**src/rtl/ad9250_spi_slave.sv**
```systemverilog
// rtl/ad9250_spi_slave.sv - 3-wire AD9250-style SPI responder with a small register file.
// Optional read-only chip ID at address 13'h001 when SPI_SLAVE_CHIP_ID_EN is defined.
module ad9250_spi_slave #(
   parameter int         REG_NUM     = 16,
   parameter int         SYNC_STAGES = 2,
   parameter logic [7:0] CHIP_ID     = 8'hAD
) (
   input  logic        clk,
   input  logic        rst,
   input  logic        ss,
   input  logic        sck,
   input  logic        mosi,
   output logic        miso,
   output logic        miso_oe,
   output logic        wr_stb,
   output logic [12:0] wr_addr,
   output logic [7:0]  wr_data,
   output logic        rd_stb,
   output logic        frame_err
);

   localparam int          AW      = (REG_NUM > 1) ? $clog2(REG_NUM) : 1;
   localparam logic [13:0] REG_LIM = 14'(REG_NUM);

   typedef enum logic [2:0] {IDLE, INSTR, DATA_WR, DATA_RD, DONE} state_t;

   logic [SYNC_STAGES-1:0] ss_sync, sck_sync, mosi_sync;
   logic                   ss_q, sck_q;
   logic                   ss_rise, ss_fall, sck_rise, mosi_bit;

   state_t      state;
   logic [3:0]  cnt;
   logic [15:0] instr;
   logic [6:0]  dsr;
   logic [6:0]  rsr;
   logic [7:0]  regs [REG_NUM];

   logic [15:0] instr_n;
   logic [7:0]  data_n;
   logic [7:0]  rd_byte;
   logic        wr_ok;

   // Edge pulses are registered so mosi_bit and the pulses line up in the same cycle.
   always_ff @(posedge clk or posedge rst) begin
      if (rst) begin
         ss_sync   <= '1;
         sck_sync  <= '1;
         mosi_sync <= '0;
         ss_q      <= 1'b1;
         sck_q     <= 1'b1;
         ss_rise   <= 1'b0;
         ss_fall   <= 1'b0;
         sck_rise  <= 1'b0;
         mosi_bit  <= 1'b0;
      end else begin
         ss_sync   <= {ss_sync[SYNC_STAGES-2:0], ss};
         sck_sync  <= {sck_sync[SYNC_STAGES-2:0], sck};
         mosi_sync <= {mosi_sync[SYNC_STAGES-2:0], mosi};
         ss_q      <= ss_sync[SYNC_STAGES-1];
         sck_q     <= sck_sync[SYNC_STAGES-1];
         ss_rise   <= ss_sync[SYNC_STAGES-1] & ~ss_q;
         ss_fall   <= ~ss_sync[SYNC_STAGES-1] & ss_q;
         sck_rise  <= sck_sync[SYNC_STAGES-1] & ~sck_q & ~ss_sync[SYNC_STAGES-1];
         mosi_bit  <= mosi_sync[SYNC_STAGES-1];
      end
   end

   assign instr_n = {mosi_bit, instr[15:1]};
   assign data_n  = {mosi_bit, dsr};

   always_comb begin
      rd_byte = 8'h00;
      if ({1'b0, instr_n[12:0]} < REG_LIM)
         rd_byte = regs[instr_n[AW-1:0]];
`ifdef SPI_SLAVE_CHIP_ID_EN
      if (instr_n[12:0] == 13'h001)
         rd_byte = CHIP_ID;
`endif
   end

   always_comb begin
      wr_ok = ({1'b0, instr[12:0]} < REG_LIM);
`ifdef SPI_SLAVE_CHIP_ID_EN
      if (instr[12:0] == 13'h001)
         wr_ok = 1'b0;
`endif
   end

   always_ff @(posedge clk or posedge rst) begin
      if (rst) begin
         state     <= IDLE;
         cnt       <= '0;
         instr     <= '0;
         dsr       <= '0;
         rsr       <= '0;
         miso      <= 1'b0;
         miso_oe   <= 1'b0;
         wr_stb    <= 1'b0;
         rd_stb    <= 1'b0;
         frame_err <= 1'b0;
         wr_addr   <= '0;
         wr_data   <= '0;
         for (int i = 0; i < REG_NUM; i++)
            regs[i] <= 8'h00;
      end else begin
         wr_stb    <= 1'b0;
         rd_stb    <= 1'b0;
         frame_err <= 1'b0;
         case (state)
            IDLE: begin
               if (ss_fall) begin
                  state <= INSTR;
                  cnt   <= '0;
               end
            end
            INSTR: begin
               if (ss_rise) begin
                  frame_err <= 1'b1;
                  state     <= IDLE;
               end else if (sck_rise) begin
                  instr <= instr_n;
                  cnt   <= cnt + 4'd1;
                  if (cnt == 4'd15) begin
                     cnt <= '0;
                     if (instr_n[15]) begin
                        state   <= DATA_RD;
                        rsr     <= rd_byte[7:1];
                        miso    <= rd_byte[0];
                        miso_oe <= 1'b1;
                        rd_stb  <= 1'b1;
                     end else begin
                        state <= DATA_WR;
                     end
                  end
               end
            end
            DATA_WR: begin
               if (ss_rise) begin
                  frame_err <= 1'b1;
                  state     <= IDLE;
               end else if (sck_rise) begin
                  dsr <= data_n[7:1];
                  cnt <= cnt + 4'd1;
                  if (cnt == 4'd7) begin
                     state <= DONE;
                     if (wr_ok) begin
                        regs[instr[AW-1:0]] <= data_n;
                        wr_stb              <= 1'b1;
                        wr_addr             <= instr[12:0];
                        wr_data             <= data_n;
                     end
                  end
               end
            end
            DATA_RD: begin
               if (ss_rise) begin
                  frame_err <= 1'b1;
                  state     <= IDLE;
                  miso      <= 1'b0;
                  miso_oe   <= 1'b0;
               end else if (sck_rise) begin
                  cnt <= cnt + 4'd1;
                  // The 8th edge leaves bit 7 on miso until ss rises.
                  if (cnt == 4'd7) begin
                     state <= DONE;
                  end else begin
                     miso <= rsr[0];
                     rsr  <= {1'b0, rsr[6:1]};
                  end
               end
            end
            DONE: begin
               if (ss_rise) begin
                  state   <= IDLE;
                  miso    <= 1'b0;
                  miso_oe <= 1'b0;
               end
            end
            default: state <= IDLE;
         endcase
      end
   end

endmodule

```
**config.mk**
```make
export PLATFORM = sky130hd
export DESIGN_NAME = ad9250_spi_slave
export DESIGN_NICKNAME = d
export VERILOG_FILES = /design/src/rtl/ad9250_spi_slave.sv
export SDC_FILE = /design/constraint.sdc
export NUM_CORES = 1
export LEC_CHECK = 0
export CAP_MARGIN = 10
export CORE_ASPECT_RATIO = 1.2
export CORE_MARGIN = 8
export CORE_UTILIZATION = 30
export CTS_BUF_LIST = sky130_fd_sc_hd__clkbuf_16
export CTS_CLUSTER_SIZE = 16
export DETAILED_ROUTE_END_ITERATION = 12
export GPL_ROUTABILITY_DRIVEN = 0
export PLACE_DENSITY_LB_ADDON = 0.3
export SKIP_CTS_REPAIR_TIMING = 1
export SYNTH_ARGS = -nofsm -noshare
export SYNTH_HDL_FRONTEND = slang
export SYNTH_SLANG_ARGS = --single-unit
```
**constraint.sdc**
```tcl
create_clock -name clk -period 9.95 [get_ports clk]
set_input_delay 1.99 -clock clk [delete_from_list [all_inputs] [get_ports clk]]
set_output_delay 1.99 -clock clk [all_outputs]
set_load 0.01 [all_outputs]
```
### Word-level counts from Yosys, hierarchy flattened

Index checks and enable logic that the tools add are counted.

| cells by class | value |
|---|---|
| multiplexer cells | 58 |
| magnitude comparators | 5 |
| bitwise logic cells | 10 |
| equality and inequality tests | 24 |
| add/sub/neg operators | 1 |
| reduce and logical (&&, ||, !) cells | 17 |

Operators by type and width:

| kind | count |
|---|---|
| 128-bit bitwise mux | 1 |
| 7-bit 2-to-1 mux | 7 |
| 8-bit binary-select mux with 4-bit select | 1 |
| 8-bit demux with 4-bit select | 1 |
| 8-bit 2-to-1 mux | 4 |
| 13-bit by 5-bit < comparator with 1-bit output, second input constant | 2 |
| 1-bit 2-to-1 mux | 25 |
| 3-bit 2-to-1 mux | 8 |
| 4-bit 2-to-1 mux | 6 |
| 2-bit != test, second input constant | 10 |
| 6-bit AND reduction | 3 |
| 8-bit AND reduction | 2 |
| 7-bit one-hot mux with 2 select lines | 1 |
| 3-bit != test, second input constant | 4 |
| 3-bit one-hot mux with 4 select lines | 1 |
| 4-bit one-hot mux with 3 select lines | 1 |
| 5-bit greater-or-equal comparator, second input constant | 2 |
| 4-bit NOT with 5-bit output | 2 |
| 3-bit by 2-bit == test with 1-bit output, second input constant | 2 |
| 3-bit by 1-bit != test with 1-bit output, second input constant | 2 |
| 3-bit AND reduction | 2 |
| 3-bit nonzero test | 2 |
| 5-bit by 1-bit < comparator with 1-bit output, second input constant | 1 |
| 5-bit AND reduction | 1 |
| other kinds (15) | 24 |

| word-level totals | value |
|---|---|
| register bits | 203 |
| output and inout bits | 26 |

### Depth between registers and ports, before layout

Gate-level depths: netlist of the first run.

| depth | value |
|---|---|
| word-level depth | 10 |
| gate-level depth with buffers | 8 |

### Worst setup path before layout of the first run

OpenSTA, ideal clock, no wires.

| timing path | value |
|---|---|
| kind | register -> register |
| start point | reg cnt[0] |
| end point | reg wr_addr[0] |
| setup time | 0.125 ns |
| slack | 7.561 ns |
| period minus slack after synthesis | 2.389 ns |
| path buffers | 3 |
| stages on the path, launching flop included | 9 |
| data arrival time | 2.264 ns |
| cells stage by stage | dfrtp_1 ha_1 nor4bb_1 buf_2 nor3b_1 clkbuf_1 nand2_1 buf_1 mux2_2 |

| between the ends | value |
|---|---|
| word-level cells in the longest chain between the ends | 2 |

Ends and longest elaborated chain:

| what | RTL line | text |
|---|---|---|
| start: declaration | 32 | `logic [3:0] cnt;` |
| start signal: assignment | 122 | `cnt <= cnt + 4'd1;` |
| start signal: assignment | 143 | `cnt <= cnt + 4'd1;` |
| start signal: assignment | 162 | `cnt <= cnt + 4'd1;` |
| 4-bit by 3-bit == test with 1-bit output | 144 | `if (cnt == 4'd7) begin` |
| 5-bit AND reduction (no source line) | -- |  |
| end signal: assignment | 149 | `wr_addr <= instr[12:0];` |
| end: declaration | 16 | `output logic [12:0] wr_addr,` |

Every way passes these cells.
A chain may end at the register's enable or synchronous reset.

### Worst setup path after layout of the first run

| timing path | value |
|---|---|
| start point | reg cnt[0] |
| end point | reg wr_data[6] |

| between the ends | value |
|---|---|
| word-level cells in the longest chain between the ends | 2 |

Ends and longest elaborated chain:

| what | RTL line | text |
|---|---|---|
| 4-bit by 3-bit == test with 1-bit output | 144 |  |
| 5-bit AND reduction (no source line) | -- |  |
| end signal: assignment | 150 | `wr_data <= data_n;` |
| end: declaration | 17 | `output logic [7:0] wr_data,` |

Every way passes these cells.

==> results.md, run 1 <==
- RSZ-0062 raised after global routing: false
- CTS tree: yes
- Area growth, synth to finish: 14.1%
- 1st-pass router iterations: 4
- Cell area after synthesis: 8990 um^2
- IO Count: 31
- CTS clk-pin slew, worst paths: about 0.060 ns
- HP Class: reg -> reg
- DR WL/cell: 20.5 um
- Synthesized flop and latch total: between 200 and 250
- Via count: 5199
- Maximum VDD drop: 0.0876 mV
- Register area share after synthesis: 0.566
- GRT Total Usage: 0.119
- Post-synth EDFFs: 0
- Max Freq: 240 MHz
- Buffers added on ports: 30
- Post-route ant nets: 0
- # setup viols final: 0
- Commonest cells after routing, fill and taps aside: 196 x dfrtp_1, 168 x mux2_2, 30 x clkdlybuf4s50_1, 28 x mux4_2, 20 x clkbuf_16
- Worst setup margin: 5.78 ns
- WP data arrival: ~4.5 ns
- Antenna diodes: 0
- Actual transition at the worst max-transition pin: 1.26 ns
- Hold Crit Start: mosi_sync[1]$_DFF_PP0_
- DR vias/cell: 5.06
- Core Area: between 20000 and 30000 um^2
- Layout cells sized above 1: 0.392
- Drt drc: 0
- Worst skew pair latency: about 0.49 ns
- Post-Syn Nets: 616
- Die Y: 206 um
- Mapped Cells: 610
- Initial core utilization: 0.304
- Number of CTS-inserted buffers: 20
- GR Overflow Total: 0
- Status: finished clean
- Cells along the critical path: ha_1 > nor4bb_2 > nor3b_1 > nand2_1 > mux2_2
- Yosys warning total: 0
- Async SR Flop Fraction: 1.00
- Num rows: 69
- Pwr Density: 160 nW/um^2
- Setup crit start kind: flop
- Util after Layout: 0.347
- CP max-delay cell: nor4bb_2
- Routed Wire Length: 21000 um
- Cell Area, Placed: ~9600 um^2
- Min Tclk post-route: about 4.2 ns
- Leading cell type in the layout, fill and taps excluded: dfrtp_1
- TNS Setup: 0 ns
- Initial drt markers: 290
- Top cells by area, synth: dfrtp_1 55%, mux2_2 21%, mux4_2 7.0%
- First-pass GRT wire length: 33900 um
- FF-to-FF Start: cnt[0]$_DFFE_PP0P_
- Pre-CTS WS: 5.77 ns
- Number of global-route vias before repair: 5714
- Largest net degree at the start of global routing: 139
- Setup Skew: 0.00924 ns
- Synth Flop Type: dfrtp_1
- Slew margin rel.: 0.145
- Static Leak: 0.00488 uW
- Origin of the worst setup path: cnt[0]$_DFFE_PP0P_
- Share of the synthesized area in the top cell type: 0.548
- Max Cap Viol: 0
- Clock sink count: 203
- Filler Cells Inserted: about 2.9k
- Distinct cells, synth: 55
- Dpl hpwl: 13800 um
- CTS root buffer: clkbuf_16
- Crit Path Max Fanout: 22
- Crit Path Class: reg -> reg
- Fin. max-slew vios: 0
- Worst Path Required: 10.32 ns
- Initial antenna violation count: 0
- Syn Area/Cell: ~15 um^2
- Design area: 10300 um^2
- CP Capture Type: flop
- H-tree Lvls: 1
- Period utilisation layout: 0.419
- Tot Pwr: 1640 uW
- Nets: 630
- Synth area leader: dfrtp_1
- Die area: 35800 um^2
- CP peak stage delay: 1.12 ns
- Die X: 174 um
- CTS max path bufs: 3
- Fin. Hold Viols: 0
kinds of logic (layout without fill, tap and decap cells):
kind of cell    after synthesis  in the layout  share of synthesized area
fa+ha+maj                     1              1                    0.00139
flops                       203            203                      0.566
compound gates               40             40                     0.0309
mux                         211            211                      0.297
simple gates                106            106                     0.0793
buf+inv                      49             77                     0.0251
per-stage QoR:
step	cells	hold slack, ns
2_1_floorplan	610	0.331
3_3_place_gp	992	0.344
3_5_place_dp	992	0.336
4_1_cts	1028	0.350
5_1_grt	1028	0.362
6_report	1028	0.346
cell type report:
cell class	instances	area, um^2	area share
clock buffer	20	500	0.0488
clock inverter	16	131	0.0128
inverter	6	30.0	0.00293
multi-input combinational	358	3680	0.359
sequential	203	5090	0.496
tap	390	488	0.0476
timing repair buffer	35	338	0.0329
layer usage:
metal | wire [um] | GRT usage | vias to the layer above
li1 | - | - | 2292
met2 | 11100 | 0.215 | 100
met4 | 493 | 0.0370 | 0
met5 | 0 | 0 | -
met1 | 8700 | 0.144 | 2775
met3 | 734 | 0.0184 | 32
worst max-delay path, delay by kind of cell, from the launching register on:
kind / cells / cell delay [ns]
fa+ha+maj: 1 / 0.32
flops: 1 / 0.39
simple gates: 3 / 2.79
mux: 1 / 0.53
power breakdown:
group / total [uW] / internal, uW / switching, uW
Clock: 734 / 419 / 315
Sequential: 855 / 838 / 17.1
Combinational: 51.6 / 18.7 / 32.8
state kept, by name (all words and copies together), names as in the netlist, 2 cells and up:
| signal | flops |
|---|---|
| sck_sync | 2 |
| wr_addr | 13 |
| regs | 128 |
| instr | 16 |
| cnt | 4 |
| ss_sync | 2 |
| wr_data | 8 |
| dsr | 7 |
| mosi_sync | 2 |
| state | 3 |
| rsr | 7 |
path summary, 6_finish.rpt:
kind | endpoint | slack [ns] | cells past startpoint
max in group asynchronous | dsr[6]$_DFFE_PP0P_ | 6.40 | 3
setup / recovery | wr_data[6]$_DFFE_PP0P_ | 5.78 | 5
hold / removal | mosi_bit$_DFF_PP0_ | 0.35 | 0
hold reg to reg | mosi_bit$_DFF_PP0_ | 0.35 | 0
min in group asynchronous | regs[38]$_DFFE_PP0P_ | 2.12 | 2
setup reg to reg | wr_data[6]$_DFFE_PP0P_ | 5.78 | 5
synth_stat cells (3+ instances only):
cell type,number
inv_1,6
clkbuf_2,6
nor2b_1,11
and2_1,12
buf_4,4
mux2_2,168
nor3_1,5
o21ai_0,4
dfrtp_1,197
buf_2,11
nand4_1,11
nand4_2,8
a21oi_1,7
nor2_1,14
nor3b_1,4
a31oi_1,3
nor4b_1,3
clkbuf_1,19
a221oi_1,4
nand3_1,4
o22ai_1,6
mux4_2,28
and3b_1,5
dfstp_2,6
nand2_1,9
mux2i_1,15
No activity file was read; power rests on OpenSTA's default activity.
==> run 2: changes to the inputs <==
==> constraint.sdc (replaced) <==
create_clock -name clk -period 3.4 [get_ports clk]
set_input_delay 0.68 -clock clk [delete_from_list [all_inputs] [get_ports clk]]
set_output_delay 0.68 -clock clk [all_outputs]
set_load 0.01 [all_outputs]
==> run 2 against run 1 <==
  * Die area unchanged
  * Clock power rose to 2.9 times the previous value
  * Sequential share of layout area decreased by 0.50 points
  * Largest power group unchanged
==> results.md, run 2 (synthesized netlist as in run 1, its figures left out) <==
- Status: finished clean
- FF-to-FF Start: instr[9]$_DFFE_PP0P_
- Met3 routed WL: 877 um (+19%)
- Min Tclk post-route: 2.80 ns (-1.37 ns)
- Origin of the worst setup path: instr[9]$_DFFE_PP0P_
- Setup Skew: 0.00875 ns (-0.000496 ns)
- GR Overflow Total: 0 (unchanged)
- CP Capture Type: flop
- Largest registers: regs (128), instr (16), wr_addr (13)
- CTS tree: yes
- Fin. Hold Viols: 0 (unchanged)
- Initial drt markers: 217 (-25%)
- Via count: 5206 (+0.13%)
- Commonest cells after routing, fill and taps aside: 196 x dfrtp_1, 168 x mux2_2, 30 x clkdlybuf4s50_1, 28 x mux4_2, 21 x clkbuf_16
- Die Y: 206 um (unchanged)
- Fin. max-slew vios: 0 (unchanged)
- Antenna diodes: 0 (unchanged)
- WP data arrival: 3.17 ns (-1.37 ns)
- Maximum VDD drop: 0.310 mV (+250%)
- R2R cell count: 4 (-1)
- Finished Layout Cells: 1038 (+0.97%)
- Cells along the critical path: or4_1 > nor2_1 > nand4_1 > mux2_2
- Setup crit start kind: flop
- Pwr Density: 460 nW/um^2 (+190%)
- Num rows: 69 (unchanged)
- Layout cells sized above 1: 0.395 (+0.00321)
- Routed Wire Length: 21100 um (+0.54%)
- Slew margin rel.: 0.368 (+0.223)
- GRT Total Usage: 0.119 (-0.000172)
- Dpl hpwl: 14200 um (+2.6%)
- Top sig layer: met4
- Initial core utilization: 0.304 (unchanged)
- Area growth, synth to finish: 15.3%
- Hold Crit Start: sck_sync[0]$_DFF_PP1_
- Period utilisation layout: 0.824 (+0.405)
- Worst Path Required: 3.77 ns (-6.55 ns)
- CP peak stage delay: 0.65 ns (-0.47 ns)
- Area of the multi-input gates: 3680 um^2 (unchanged)
- Cell count after placement: 1002 (+1.0%)
- CTS max path bufs: 3 (unchanged)
- Worst skew pair latency: 0.49 ns (about the same)
- First-pass GRT wire length: 33500 um (-1.3%)
- Buffers added on ports: 30 (unchanged)
- Reg area: 5090 um^2 (unchanged)
- CTS clk-pin slew, worst paths: 0.06 ns (about the same)
- CP max-delay cell: or4_1
- Drt drc: 0 (unchanged)
- Max Cap Viol: 0 (unchanged)
- Routed length on met1: 8490 um (-2.4%)
- Crit Path Class: reg -> reg
- Crit Path Max Fanout: 9 (-59%)
- 1st-pass router iterations: 4 (unchanged)
- Max Freq: 357 MHz (+49%)
- Clock sink count: 203 (unchanged)
- Hold Path Stages: 0 (unchanged)
- Largest register by flop count: regs
- RSZ-0062 raised after global routing: false
- DR WL/cell: 20.4 um (-0.43%)
- Actual transition at the worst max-transition pin: 0.944 ns (-0.319 ns)
- HP Class: reg -> reg
- Die area: 35800 um^2 (unchanged)
- Util after Layout: 0.351 (+0.00356)
- CTS root buffer: clkbuf_16
- Number of CTS-inserted buffers: 20 (unchanged)
- Leading cell type in the layout, fill and taps excluded: dfrtp_1
- Number of global-route vias before repair: 5685 (-0.51%)
- Die X: 174 um (unchanged)
- Initial antenna violation count: 0 (unchanged)
- Largest net degree at the start of global routing: 91 (-35%)
- Max reg flops: 128 (unchanged)
- H-tree Lvls: 1 (unchanged)
- Core Area: 29500 um^2 (unchanged)
- DR vias/cell: 5.02 (-0.83%)
- TNS Setup: 0 ns (unchanged)
- # setup viols final: 0 (unchanged)
- Nets: 640 (+1.6%)
- IO Count: 31 (unchanged)
- Filler Cells Inserted: 2826 (-1.3%)
- Static Leak: 0.00492 uW (+0.71%)
- Met2 wire length: 11000 um (-1.2%)
- Post-route ant nets: 0 (unchanged)
==> run 2: cell types whose count changed in the layout (fill, tap and decap cells not counted), moves of 3 or more <==
cell | previous run | this run
buf_4 | 5 | 11
clkinv_1 | 4 | 9
clkinv_2 | 5 | 0
buf_12 | 0 | 4
clkinvlp_4 | 0 | 3
==> run 2: path summary, 6_finish.rpt <==
kind / end / slack, ns
setup / recovery: regs[125]$_DFFE_PP0P_ / 0.60
hold / removal: sck_sync[1]$_DFF_PP1_ / 0.36
setup reg to reg: regs[125]$_DFFE_PP0P_ / 0.60
hold reg to reg: sck_sync[1]$_DFF_PP1_ / 0.36
max in group asynchronous: ss_q$_DFF_PP1_ / 1.93
min in group asynchronous: regs[54]$_DFFE_PP0P_ / 0.62
==> run 2: routing by layer <==
metal	global-route usage	vias to the layer above
met2	0.217	89
li1	-	2305
met3	0.0215	43
met1	0.134	2769
met5	0	-
met4	0.0514	0
==> run 2: final cells by class <==
| cell class | instances | area share |
|---|---|---|
| clock buffers | 21 | 0.0507 |
| multi-input cells | 358 | 0.355 |
| repair buffers | 45 | 0.0447 |
| clock inverters | 15 | 0.00869 |
| flip-flops and latches | 203 | 0.491 |
| inverters | 6 | 0.00254 |
| well taps | 390 | 0.0471 |
==> run 2: power breakdown <==
| part | total [uW] | switching, uW | internal [uW] |
|---|---|---|---|
| clock | 2100 | 916 | 1190 |
| sequential | 2500 | 51.6 | 2450 |
| combinational | 159 | 98.8 | 60.1 |
| total | 4770 | 1070 | 3700 |
==> run 2: stage by stage <==
stage	hold WS [ns]	area, um^2	power, uW	worst slack (ns)
2_1_floorplan	0.331	8990	2650	0.0946
3_3_place_gp	0.333	9750	2700	0.652
3_5_place_dp	0.347	9750	2710	0.583
4_1_cts	0.356	10400	4840	0.572
5_1_grt	0.359	10400	4940	0.439
6_report	0.355	10400	4770	0.599
==> run 2: worst max-delay path, delay by kind of cell (launching register included) <==
| kind | cells | cell delay [ns] |
|---|---|---|
| AND/OR/NAND/NOR | 3 | 1.77 |
| multiplexers | 1 | 0.49 |
| flip-flops | 1 | 0.40 |
==> edit, RTL diff (flow settings as in run 2) <==
`SYNC_STAGES`: 2 -> 4.
--- a/src/rtl/ad9250_spi_slave.sv
+++ b/src/rtl/ad9250_spi_slave.sv
@@ -2,7 +2,7 @@
 // Optional read-only chip ID at address 13'h001 when SPI_SLAVE_CHIP_ID_EN is defined.
 module ad9250_spi_slave #(
    parameter int         REG_NUM     = 16,
-   parameter int         SYNC_STAGES = 2,
+   parameter int         SYNC_STAGES = 4,
    parameter logic [7:0] CHIP_ID     = 8'hAD
 ) (
    input  logic        clk,
Function: changed (a bounded check fails within 10 cycles, from zero or initial values and one cycle with rst high).
==> edit against run 2 <==
Largest cell class unchanged; area after synthesis is 4.9% higher; cell area is 6.1% higher; sequential cell count is 6 higher; critical path type unchanged; worst setup slack worse by 0.091 ns; highest routed layer unchanged; utilization is 0.16 points higher; wire length is 2.0% lower.
Power is not compared: it rests on default switching activity, and its combinational part moved more than twofold at a synthesized area within 25%.
==> edit: results (changes against run 2) <==
Worst path slowest cell = or4_4 (was or4_1)
Yosys cell types = 53 (was 55)
GR Layer Usage met1 = 14.7% (was 13.4%)
max incr delay on CP = 0.70 ns (was 0.65 ns)
# nets final = 660 (was 640)
synthesized net count = 630 (was 616)
sequential-to-total area share from yosys stat = 55.6% (was 56.6%)
drt total wl = 20700 um (was 21100 um)
WHS = 0.349 ns (was 0.355 ns)
CTS buffer count = 22 (was 20)
fillers = 2946 (was 2826)
Top Metal Used = met4 (unchanged)
wire length on met3 = 748 um (was 877 um)
M2 GR Usage = 19.5% (was 21.7%)
worst-path fanout max = 16 (was 9)
placed cell count = 1031 (was 1002)
instance count of the mapped netlist = 624 (was 610)
share of layout cells above drive strength 1 = 44.3% (was 39.5%)
Post-Layout Cell Count = 1072 (was 1038)
Total GRT Usage = 11.4% (was 11.9%)
Reg2Reg Capture Point = regs[44] (was regs[125])
Clock Skew = 0.0230 ns (was 0.00875 ns)
routed vias = 5266 (was 5206)
HP Start = mosi_sync[0] (was sck_sync[0])
CTS Buffer Depth = 3 (unchanged)
met3 usage = 2.02% (was 2.15%)
Worst-path clk slew = 0.06 ns (about the same)
Worst Path Arrival = 3.27 ns (was 3.17 ns)
Worst Hold End = mosi_sync[1] (was sck_sync[1])
top flop regs = regs: 128 flops, instr: 16 flops, wr_addr: 13 flops (unchanged)
first-pass GRT wire length = 34300 um (was 33500 um)
# DRC = 0 (unchanged)
pin count of the biggest net entering global routing = 49 (was 91)
initial DRC count = 222 (was 217)
min Tclk post-route = 2.89 ns (was 2.80 ns)
gr ovfl total = 0 (unchanged)
slew at the pin with the worst max-slew slack = 1.05 ns (was 0.944 ns)
met2 WL = 10400 um (was 11000 um)
worst slack, placed = 0.520 ns (was 0.583 ns)
Commonest cells post-synth = dfrtp_1, mux2_2, mux4_2 (unchanged)
largest cells by area after synthesis = dfrtp_1, mux2_2, mux4_2 (unchanged)
IO Port Bufs = 30 (unchanged)
Reg2Reg Setup Slack = 0.51 ns (was 0.60 ns)
Hold Path Class = reg2reg (unchanged)
M1 WL = 9140 um (was 8490 um)
Critical Path Source = instr[5] (was instr[9])
run status = finished clean (unchanged)
Hold Path Cell Cnt = 0 (unchanged)
Detail Placement HPWL = 14100 um (was 14200 um)
Area after DPL = 0.0102 mm2 (was 0.00975 mm2)
post-synthesis async set-or-reset flop share = 100% (unchanged)
Largest delay share family, worst path = simple AND/OR/NAND/NOR gates (unchanged)
vias in the first global route = 5917 (was 5685)
Clock Latency Late Sink = 0.51 ns (was 0.49 ns)
-- edit: changes by cell type after synthesis, sizes merged, moves of 6 or more --
cell,change
buf,+9
mux2i,-15
mux4,+8
nand2,+8
nand2b,+9
nand4,-18
nor4,+11
or4,+6
-- edit: area by class of cell --
class,instances,area share [%]
inverters,2,0.102
flip-flops and latches,209,47.7
well taps,401,4.56
clock inverters,17,1.58
repair buffers,58,5.21
diodes,1,0.0228
multi-input cells,361,35.6
clock buffers,23,5.23
-- edit: logic make-up after synthesis --
group / synth area share, %
flops: 55.6
compound gates: 3.09
simple gates: 9.17
fa+ha+maj: 0.133
buf+inv: 2.85
mux: 29.0
xor+xnor: 0.0929
-- edit: worst register-to-register path: cells and delay by family (launching register included) --
family	cells	cell delay, ns
AND/OR/NAND/NOR	3	1.95
multiplexers	1	0.41
flip-flops	1	0.40
-- edit: report_power, final --
group	total, uW	internal, uW	switching [uW]
combinational	421	158	263
clock	2490	1520	970
sequential	2650	2570	77.5
total	5560	4250	1310
